==> config.mk <==
export PLATFORM = sky130hd
export DESIGN_NAME = mc_control_unit_flat
export DESIGN_NICKNAME = d
export VERILOG_FILES = /design/src/rtl/mc_control_unit_if.sv /design/src/rtl/mc_control_unit.sv /design/src/flat_wrapper.sv
export SDC_FILE = /design/constraint.sdc
export NUM_CORES = 1
export LEC_CHECK = 0
export ABC_AREA = 1
export BUFFER_PORTS_ARGS = -buffer_cell sky130_fd_sc_hd__buf_4
export CAP_MARGIN = 20
export CORE_UTILIZATION = 45
export CTS_BUF_LIST = sky130_fd_sc_hd__clkbuf_4 sky130_fd_sc_hd__clkbuf_8
export CTS_CLUSTER_DIAMETER = 120
export DETAILED_ROUTE_END_ITERATION = 7
export GPL_TIMING_DRIVEN = 0
export HOLD_SLACK_MARGIN = 0.08
export MAX_ROUTING_LAYER = met4
export PLACE_DENSITY = 0.73
export SYNTH_ARGS = -nofsm -noshare
export SYNTH_HDL_FRONTEND = slang
export SYNTH_SLANG_ARGS = --single-unit
==> constraint.sdc <==
create_clock -name CLK -period 1.72 [get_ports CLK]
set_input_delay 0.344 -clock CLK [delete_from_list [all_inputs] [get_ports CLK]]
set_output_delay 0.344 -clock CLK [all_outputs]
set_load 0.02 [all_outputs]
==> src/rtl/mc_control_unit_if.sv <==
// Control-unit bus: instruction fields and datapath status in, per-state datapath strobes out.
// slave = control unit side, master = datapath / environment side.
interface mc_control_unit_if #(parameter int ALU_OP_W = 4);
  logic [5:0]          OPCODE;
  logic [5:0]          FUNCT;
  logic                ZERO;
  logic                MEM_READY;
  logic                PC_WRITE;
  logic                IR_WRITE;
  logic                MEM_READ;
  logic                MEM_WRITE;
  logic                I_OR_D;
  logic                REG_DST;
  logic                REG_WRITE;
  logic                EX_TOP;
  logic                ALU_SRC;
  logic [ALU_OP_W-1:0] ALU_OP;
  logic                MEM2REG;
  logic                PC_SRC;
  logic                JUMP;
  logic                INSTR_DONE;
  logic                ERROR;
  logic [2:0]          STATE;

  modport slave (
    input  OPCODE, FUNCT, ZERO, MEM_READY,
    output PC_WRITE, IR_WRITE, MEM_READ, MEM_WRITE, I_OR_D, REG_DST, REG_WRITE,
           EX_TOP, ALU_SRC, ALU_OP, MEM2REG, PC_SRC, JUMP, INSTR_DONE, ERROR, STATE
  );

  modport master (
    output OPCODE, FUNCT, ZERO, MEM_READY,
    input  PC_WRITE, IR_WRITE, MEM_READ, MEM_WRITE, I_OR_D, REG_DST, REG_WRITE,
           EX_TOP, ALU_SRC, ALU_OP, MEM2REG, PC_SRC, JUMP, INSTR_DONE, ERROR, STATE
  );
endinterface

==> src/rtl/mc_control_unit.sv <==
// Multi-cycle MIPS control FSM (FETCH/DECODE/EXEC/MEM/WB/ERR) with memory-stall watchdog.
// Optional: define ILLEGAL_TRAP_EN to trap illegal instructions to ERR instead of retiring them as NOPs.
module mc_control_unit #(
  parameter int ALU_OP_W     = 4,
  parameter int MEM_WAIT_MAX = 16,
  parameter int WDOG_W       = 5
) (
  input  logic               CLK,
  input  logic               RST_N,
  mc_control_unit_if.slave   bus
);
  typedef enum logic [2:0] {
    S_FETCH = 3'd0, S_DECODE = 3'd1, S_EXEC = 3'd2,
    S_MEM   = 3'd3, S_WB     = 3'd4, S_ERR  = 3'd5
  } state_t;

  typedef struct packed {
    logic                pc_write, ir_write, mem_read, mem_write, i_or_d, reg_dst, reg_write;
    logic                ex_top, alu_src, mem2reg, pc_src, jump, instr_done, error;
    logic [ALU_OP_W-1:0] alu_op;
  } ctl_t;

  localparam logic [5:0] OP_R = 6'b000000, OP_LW = 6'b100011, OP_SW = 6'b101011;
  localparam logic [5:0] OP_BEQ = 6'b000100, OP_J = 6'b000010, OP_ADDI = 6'b001000;
  localparam logic [ALU_OP_W-1:0] ALU_ADD = ALU_OP_W'(4'b0010), ALU_SUB = ALU_OP_W'(4'b0110);
  localparam logic [ALU_OP_W-1:0] ALU_AND = ALU_OP_W'(4'b0000), ALU_OR  = ALU_OP_W'(4'b0001);
  localparam logic [ALU_OP_W-1:0] ALU_SLT = ALU_OP_W'(4'b0111), ALU_BEQ = ALU_OP_W'(4'b0101);

  state_t              state, state_nxt;
  logic [WDOG_W-1:0]   wcnt, wcnt_nxt;
  ctl_t                ctl;
  logic [ALU_OP_W-1:0] r_alu;
  logic                funct_ok, is_r, is_lw, is_sw, legal, stall, wdog_trip;

  always_comb begin
    r_alu    = ALU_ADD;
    funct_ok = 1'b1;
    case (bus.FUNCT)
      6'b100000: r_alu = ALU_ADD;
      6'b100010: r_alu = ALU_SUB;
      6'b100100: r_alu = ALU_AND;
      6'b100101: r_alu = ALU_OR;
      6'b101010: r_alu = ALU_SLT;
      default:   funct_ok = 1'b0;
    endcase
  end

  assign is_r  = (bus.OPCODE == OP_R);
  assign is_lw = (bus.OPCODE == OP_LW);
  assign is_sw = (bus.OPCODE == OP_SW);
  assign legal = (is_r && funct_ok) || is_lw || is_sw || bus.OPCODE == OP_BEQ ||
                 bus.OPCODE == OP_J || bus.OPCODE == OP_ADDI;

  // Trip on the last allowed stall cycle; a MEM_READY on that cycle still completes normally.
  assign stall     = (state == S_FETCH || state == S_MEM) && !bus.MEM_READY;
  assign wdog_trip = (MEM_WAIT_MAX != 0) && stall && (wcnt == WDOG_W'(MEM_WAIT_MAX - 1));

  always_comb begin
    ctl       = '0;
    state_nxt = state;
    case (state)
      S_FETCH: begin
        ctl.mem_read = 1'b1;
        if (bus.MEM_READY) begin
          ctl.ir_write = 1'b1;
          ctl.pc_write = 1'b1;
          state_nxt    = S_DECODE;
        end else if (wdog_trip) state_nxt = S_ERR;
      end
      S_DECODE: begin
        if (bus.OPCODE == OP_J) begin
          ctl.jump       = 1'b1;
          ctl.pc_write   = 1'b1;
          ctl.instr_done = 1'b1;
          state_nxt      = S_FETCH;
        end else if (legal) state_nxt = S_EXEC;
        else begin
`ifdef ILLEGAL_TRAP_EN
          state_nxt = S_ERR;
`else
          ctl.instr_done = 1'b1;
          state_nxt      = S_FETCH;
`endif
        end
      end
      S_EXEC: begin
        case (bus.OPCODE)
          OP_R: begin
            ctl.alu_op = r_alu;
            state_nxt  = S_WB;
          end
          OP_ADDI, OP_LW, OP_SW: begin
            ctl.alu_op  = ALU_ADD;
            ctl.alu_src = 1'b1;
            state_nxt   = (bus.OPCODE == OP_ADDI) ? S_WB : S_MEM;
          end
          OP_BEQ: begin
            ctl.ex_top     = 1'b1;
            ctl.alu_op     = ALU_BEQ;
            ctl.pc_src     = bus.ZERO;
            ctl.pc_write   = bus.ZERO;
            ctl.instr_done = 1'b1;
            state_nxt      = S_FETCH;
          end
          default: state_nxt = S_FETCH;
        endcase
      end
      S_MEM: begin
        ctl.i_or_d    = 1'b1;
        ctl.mem_read  = is_lw;
        ctl.mem_write = is_sw;
        if (!is_lw && !is_sw) state_nxt = S_FETCH;
        else if (bus.MEM_READY) begin
          ctl.instr_done = is_sw;
          state_nxt      = is_lw ? S_WB : S_FETCH;
        end else if (wdog_trip) state_nxt = S_ERR;
      end
      S_WB: begin
        ctl.reg_write  = 1'b1;
        ctl.instr_done = 1'b1;
        ctl.reg_dst    = is_r;
        ctl.mem2reg    = is_lw;
        state_nxt      = S_FETCH;
      end
      S_ERR:   ctl.error = 1'b1;
      default: state_nxt = S_FETCH;
    endcase
  end

  // Counter clears on any state change or ready; saturates rather than wrapping.
  always_comb begin
    wcnt_nxt = wcnt;
    if (!stall || state_nxt != state) wcnt_nxt = '0;
    else if (wcnt != '1)              wcnt_nxt = wcnt + 1'b1;
  end

  always_ff @(posedge CLK) begin
    if (!RST_N) begin
      state <= S_FETCH;
      wcnt  <= '0;
    end else begin
      state <= state_nxt;
      wcnt  <= wcnt_nxt;
    end
  end

  // Outputs are forced quiet while reset is held, even before the reset edge lands.
  assign bus.PC_WRITE   = RST_N & ctl.pc_write;
  assign bus.IR_WRITE   = RST_N & ctl.ir_write;
  assign bus.MEM_READ   = RST_N & ctl.mem_read;
  assign bus.MEM_WRITE  = RST_N & ctl.mem_write;
  assign bus.I_OR_D     = RST_N & ctl.i_or_d;
  assign bus.REG_DST    = RST_N & ctl.reg_dst;
  assign bus.REG_WRITE  = RST_N & ctl.reg_write;
  assign bus.EX_TOP     = RST_N & ctl.ex_top;
  assign bus.ALU_SRC    = RST_N & ctl.alu_src;
  assign bus.ALU_OP     = RST_N ? ctl.alu_op : '0;
  assign bus.MEM2REG    = RST_N & ctl.mem2reg;
  assign bus.PC_SRC     = RST_N & ctl.pc_src;
  assign bus.JUMP       = RST_N & ctl.jump;
  assign bus.INSTR_DONE = RST_N & ctl.instr_done;
  assign bus.ERROR      = RST_N & ctl.error;
  assign bus.STATE      = RST_N ? state : 3'd0;
endmodule

==> src/flat_wrapper.sv <==
// flat-port wrapper written by rule: the top's interface ports become plain ports
module mc_control_unit_flat 
#(
  parameter int ALU_OP_W     = 4,
  parameter int MEM_WAIT_MAX = 16,
  parameter int WDOG_W       = 5
)
  (CLK, RST_N, bus_OPCODE, bus_FUNCT, bus_ZERO, bus_MEM_READY, bus_PC_WRITE, bus_IR_WRITE, bus_MEM_READ, bus_MEM_WRITE, bus_I_OR_D, bus_REG_DST, bus_REG_WRITE, bus_EX_TOP, bus_ALU_SRC, bus_ALU_OP, bus_MEM2REG, bus_PC_SRC, bus_JUMP, bus_INSTR_DONE, bus_ERROR, bus_STATE);
  mc_control_unit_if #(.ALU_OP_W(ALU_OP_W)) bus_i ();
  input  logic CLK;
  input  logic RST_N;
  input wire logic [$bits(bus_i.OPCODE)-1:0] bus_OPCODE;
  input wire logic [$bits(bus_i.FUNCT)-1:0] bus_FUNCT;
  input wire logic [$bits(bus_i.ZERO)-1:0] bus_ZERO;
  input wire logic [$bits(bus_i.MEM_READY)-1:0] bus_MEM_READY;
  output wire logic [$bits(bus_i.PC_WRITE)-1:0] bus_PC_WRITE;
  output wire logic [$bits(bus_i.IR_WRITE)-1:0] bus_IR_WRITE;
  output wire logic [$bits(bus_i.MEM_READ)-1:0] bus_MEM_READ;
  output wire logic [$bits(bus_i.MEM_WRITE)-1:0] bus_MEM_WRITE;
  output wire logic [$bits(bus_i.I_OR_D)-1:0] bus_I_OR_D;
  output wire logic [$bits(bus_i.REG_DST)-1:0] bus_REG_DST;
  output wire logic [$bits(bus_i.REG_WRITE)-1:0] bus_REG_WRITE;
  output wire logic [$bits(bus_i.EX_TOP)-1:0] bus_EX_TOP;
  output wire logic [$bits(bus_i.ALU_SRC)-1:0] bus_ALU_SRC;
  output wire logic [$bits(bus_i.ALU_OP)-1:0] bus_ALU_OP;
  output wire logic [$bits(bus_i.MEM2REG)-1:0] bus_MEM2REG;
  output wire logic [$bits(bus_i.PC_SRC)-1:0] bus_PC_SRC;
  output wire logic [$bits(bus_i.JUMP)-1:0] bus_JUMP;
  output wire logic [$bits(bus_i.INSTR_DONE)-1:0] bus_INSTR_DONE;
  output wire logic [$bits(bus_i.ERROR)-1:0] bus_ERROR;
  output wire logic [$bits(bus_i.STATE)-1:0] bus_STATE;
  assign bus_i.OPCODE = bus_OPCODE;
  assign bus_i.FUNCT = bus_FUNCT;
  assign bus_i.ZERO = bus_ZERO;
  assign bus_i.MEM_READY = bus_MEM_READY;
  assign bus_PC_WRITE = bus_i.PC_WRITE;
  assign bus_IR_WRITE = bus_i.IR_WRITE;
  assign bus_MEM_READ = bus_i.MEM_READ;
  assign bus_MEM_WRITE = bus_i.MEM_WRITE;
  assign bus_I_OR_D = bus_i.I_OR_D;
  assign bus_REG_DST = bus_i.REG_DST;
  assign bus_REG_WRITE = bus_i.REG_WRITE;
  assign bus_EX_TOP = bus_i.EX_TOP;
  assign bus_ALU_SRC = bus_i.ALU_SRC;
  assign bus_ALU_OP = bus_i.ALU_OP;
  assign bus_MEM2REG = bus_i.MEM2REG;
  assign bus_PC_SRC = bus_i.PC_SRC;
  assign bus_JUMP = bus_i.JUMP;
  assign bus_INSTR_DONE = bus_i.INSTR_DONE;
  assign bus_ERROR = bus_i.ERROR;
  assign bus_STATE = bus_i.STATE;
  mc_control_unit #(.ALU_OP_W(ALU_OP_W), .MEM_WAIT_MAX(MEM_WAIT_MAX), .WDOG_W(WDOG_W)) u_core (.CLK(CLK), .RST_N(RST_N), .bus(bus_i));
endmodule
==> results.toml <==
[setup_path]
start_kind = "register"
path_max_fanout = 4
kind_of_end_point_of_the_critical_path = "output pin"
r2r_setup_slack_ns = 0.18
regToRegStartpoint = "u_core.wcnt[0]$_SDFFE_PP0P_"
crit_arrival_ns = 1.46
cp.required_ns = 1.38
reg2reg_to = "u_core.wcnt[2]$_SDFFE_PP0P_"
reg2reg_depth = 9
setup.worst_path.class = "reg -> out"

[floorplan]
fp.dieH_um = 48.5
core_um2 = 2000
floorplan.initialDensity = 0.487
chipWidth_um = 48.5
rows = 16
die_area_um2 = 2360
floorplan.io_pins = 37

[logic_synthesis]
syn_nets = 194
synth_top_cell_area_share = 0.164
synth_area_leaders = "dfxtp_1, nand2_1, nor2_1"
synthSimpleGateAreaFrac = 0.561
synth-seq-cells = 8
synth.distinct_cells = 28
synth_warnings = 0
synth_seq_area_share = 0.164
mappedNetlistArea_um2 = 975
synth-adder-area-share = 0.0385
synth_area_in_xor_xnor = 0.0270
synth_top_cell_by_area = "dfxtp_1"
share_of_the_synthesized_area_in_compound_gates_ao_oa_aoi_oai = 0.0475
dominant_combinational_cell_family_by_area_after_synthesis = "simple AND/OR/NAND/NOR gates"
syn_inst = 175
post_synth_mux_area_share = 0.0103
postSynthAreaPerCell_um2 = 5.57

[timing]
hold_slack_ns = 0.324
hold_viol_final = 0
fin_tns_setup_ns = -0.454
final_critical_path_setup_slack_ns = -0.0867
timing_max_transition_violations_final = 0
maxClockFrequency_mhz = 554
min_period_ns = 1.81
rsz0062_at_grt = "true"
timing.final.crit_share = 1.05
setup_viol_count_final = 9
fin_worst_skew_ns = 0.00387

[global_routing]
number_of_global_route_vias_before_repair = 1081
grt_max_degree = 11
gr-usage-all-layers = 0.240
grt_antenna_before_repair = 0
grt_pass1_wl_um = 4330
overflow = 0

[final_layout]
area_growth_syn_to_layout_pct = 52.4
drive_above_1_share = 0.439
finish.net_count = 242
post_layout_nonfiller_instances = 248
antenna-diode-count = 0
util_after_layout = 0.742
fin_area_um2 = 1490
layout.cells.most_common_list = "buf_4, nand2_1, nor2_1"
mostFrequentLayoutCell = "buf_4"

[clock_network]
h-tree-depth = 1
cts-root-buf = "clkbuf_4"
worst_skew_pair.late_latency_ns = 0.25
cts_sinks = 8
number_of_cts_inserted_buffers = 3
bufs_on_longest_clock_path = 2
clk_pin_slew_worst_paths_ns = 0.05
tritoncts_clock_tree = "yes"

[min_path]
hold-path-cell-count = 3
min_path_type = "in -> reg"
worstHoldEndpoint = "u_core.state[2]$_SDFF_PN0_"
min_from = "RST_N"

[detailed_routing]
drc_errors = 0
dr_total_vias = 1219
initial_detailed_routing_violation_count = 40
routed_wire_length_per_instance_um = 11.0
via_per_inst = 4.92
wirelength_um = 2720
antenna_violating_nets_post_route = 0
dr.pass1.iters = 4

[status]
run_status = "finished, violations left"
violations_in_the_final_reports = "setup timing"

[placement]
placed_cells_incl_taps = 237
placement.cell_area_um2 = 1280
io_buffers = 35
preCtsSetupSlack_ns = -0.144
gp_congestion = 0.932
hpwl_um = 2080

[power]
power.density_nw_per_um2 = 347
p_total_mw = 0.515
ir_worst_vdd_uv = 438
total_leakage_power_nw = 0.759

[job]
maxCapViolCount = 0
[cell type report]
type | instances | area (um^2)
Buffer | 3 | 23.8
Clock buffer | 3 | 22.5
Fill cell | 184 | 517
Inverter | 34 | 128
Multi-Input combinational cell | 130 | 759
Sequential cell | 8 | 169
Tap cell | 27 | 33.8
Timing Repair Buffer | 43 | 349
[registers in the layout, summed over array words and instances, names as in the netlist]
name,flops
u_core.wcnt,5
u_core.state,3
[synth_stat cells]
| cell type | count |
|---|---|
| nand2_1 | 36 |
| nor2_1 | 36 |
| inv_1 | 28 |
| nand3_1 | 14 |
| dfxtp_1 | 8 |
| a21oi_1 | 7 |
| inv_2 | 6 |
| nand2_2 | 6 |
| nor2_2 | 4 |
| nor3_1 | 4 |
| ha_1 | 3 |
| nand3_2 | 3 |
| xor2_1 | 3 |
| nand4_1 | 2 |
| nor4_1 | 2 |
| a31oi_1 | 1 |
| and3_1 | 1 |
| buf_2 | 1 |
| buf_4 | 1 |
| clkbuf_1 | 1 |
| conb_1 | 1 |
| mux2i_1 | 1 |
| nand3_4 | 1 |
| nand3b_1 | 1 |
| nor2_4 | 1 |
| nor3_2 | 1 |
| nor3_4 | 1 |
| o21ai_0 | 1 |
[where the power goes]
part	total [mW]	internal [mW]	switching (mW)	leakage (nW)
sequential	0.196	0.189	0.00625	0.0668
clock	0.140	0.0796	0.0607	0.0138
combinational	0.179	0.0719	0.107	0.678
total	0.515	0.341	0.174	0.759
[cell families after synthesis]
family / after synthesis
buffers and inverters: 37
adder cells (fa/ha/maj): 3
AO/OA/AOI/OAI: 9
other: 1
XOR/XNOR: 3
AND/OR/NAND/NOR: 113
multiplexers: 1
flip-flops: 8
[per-layer routing]
layer  share of wire  routed length [um]  vias up  GRT usage
met5               0                   0        -          -
met4           0.017                  46        0     0.0539
met3           0.051                 138        5     0.0660
met2            0.53                1450       46      0.474
met1            0.40                1080      535      0.229
li1                -                   -      633          -
[critical path, stage by stage, from the launching register on]
cell     delay (ns)
dfxtp_4        0.35
inv_2          0.08
buf_4          0.11
nand2_2        0.07
inv_2          0.09
nand2_2        0.06
and3_1         0.17
a21oi_1        0.12
buf_4          0.16
[worst max path at each step]
stage                               start             end  slack (ns)  cells past startpoint
2_1_floorplan  u_core.state[1]$_SDFF_PN0_   bus_ALU_OP[1]       0.008                      7
6_report       u_core.state[1]$_SDFF_PN0_  bus_INSTR_DONE       -0.09                      8
4_1_cts        u_core.state[1]$_SDFF_PN0_   bus_ALU_OP[1]       -0.11                      9
3_5_place_dp                bus_OPCODE[0]   bus_ALU_OP[1]       -0.14                      9
5_1_grt        u_core.state[0]$_SDFF_PN0_    bus_PC_WRITE       -0.20                      7
3_3_place_gp                bus_OPCODE[0]   bus_ALU_OP[1]       -0.11                      9
[what timing repair did]
action / 4_1_cts / 5_1_grt
hold buffers: 0 / 0
endpoints found under the setup margin: 10 / 13
pin swaps: 10 / 8
gates resized for setup: 24 / 18
buffers inserted: 6 / 2
Note: power is estimated with default switching activity, not from simulation.
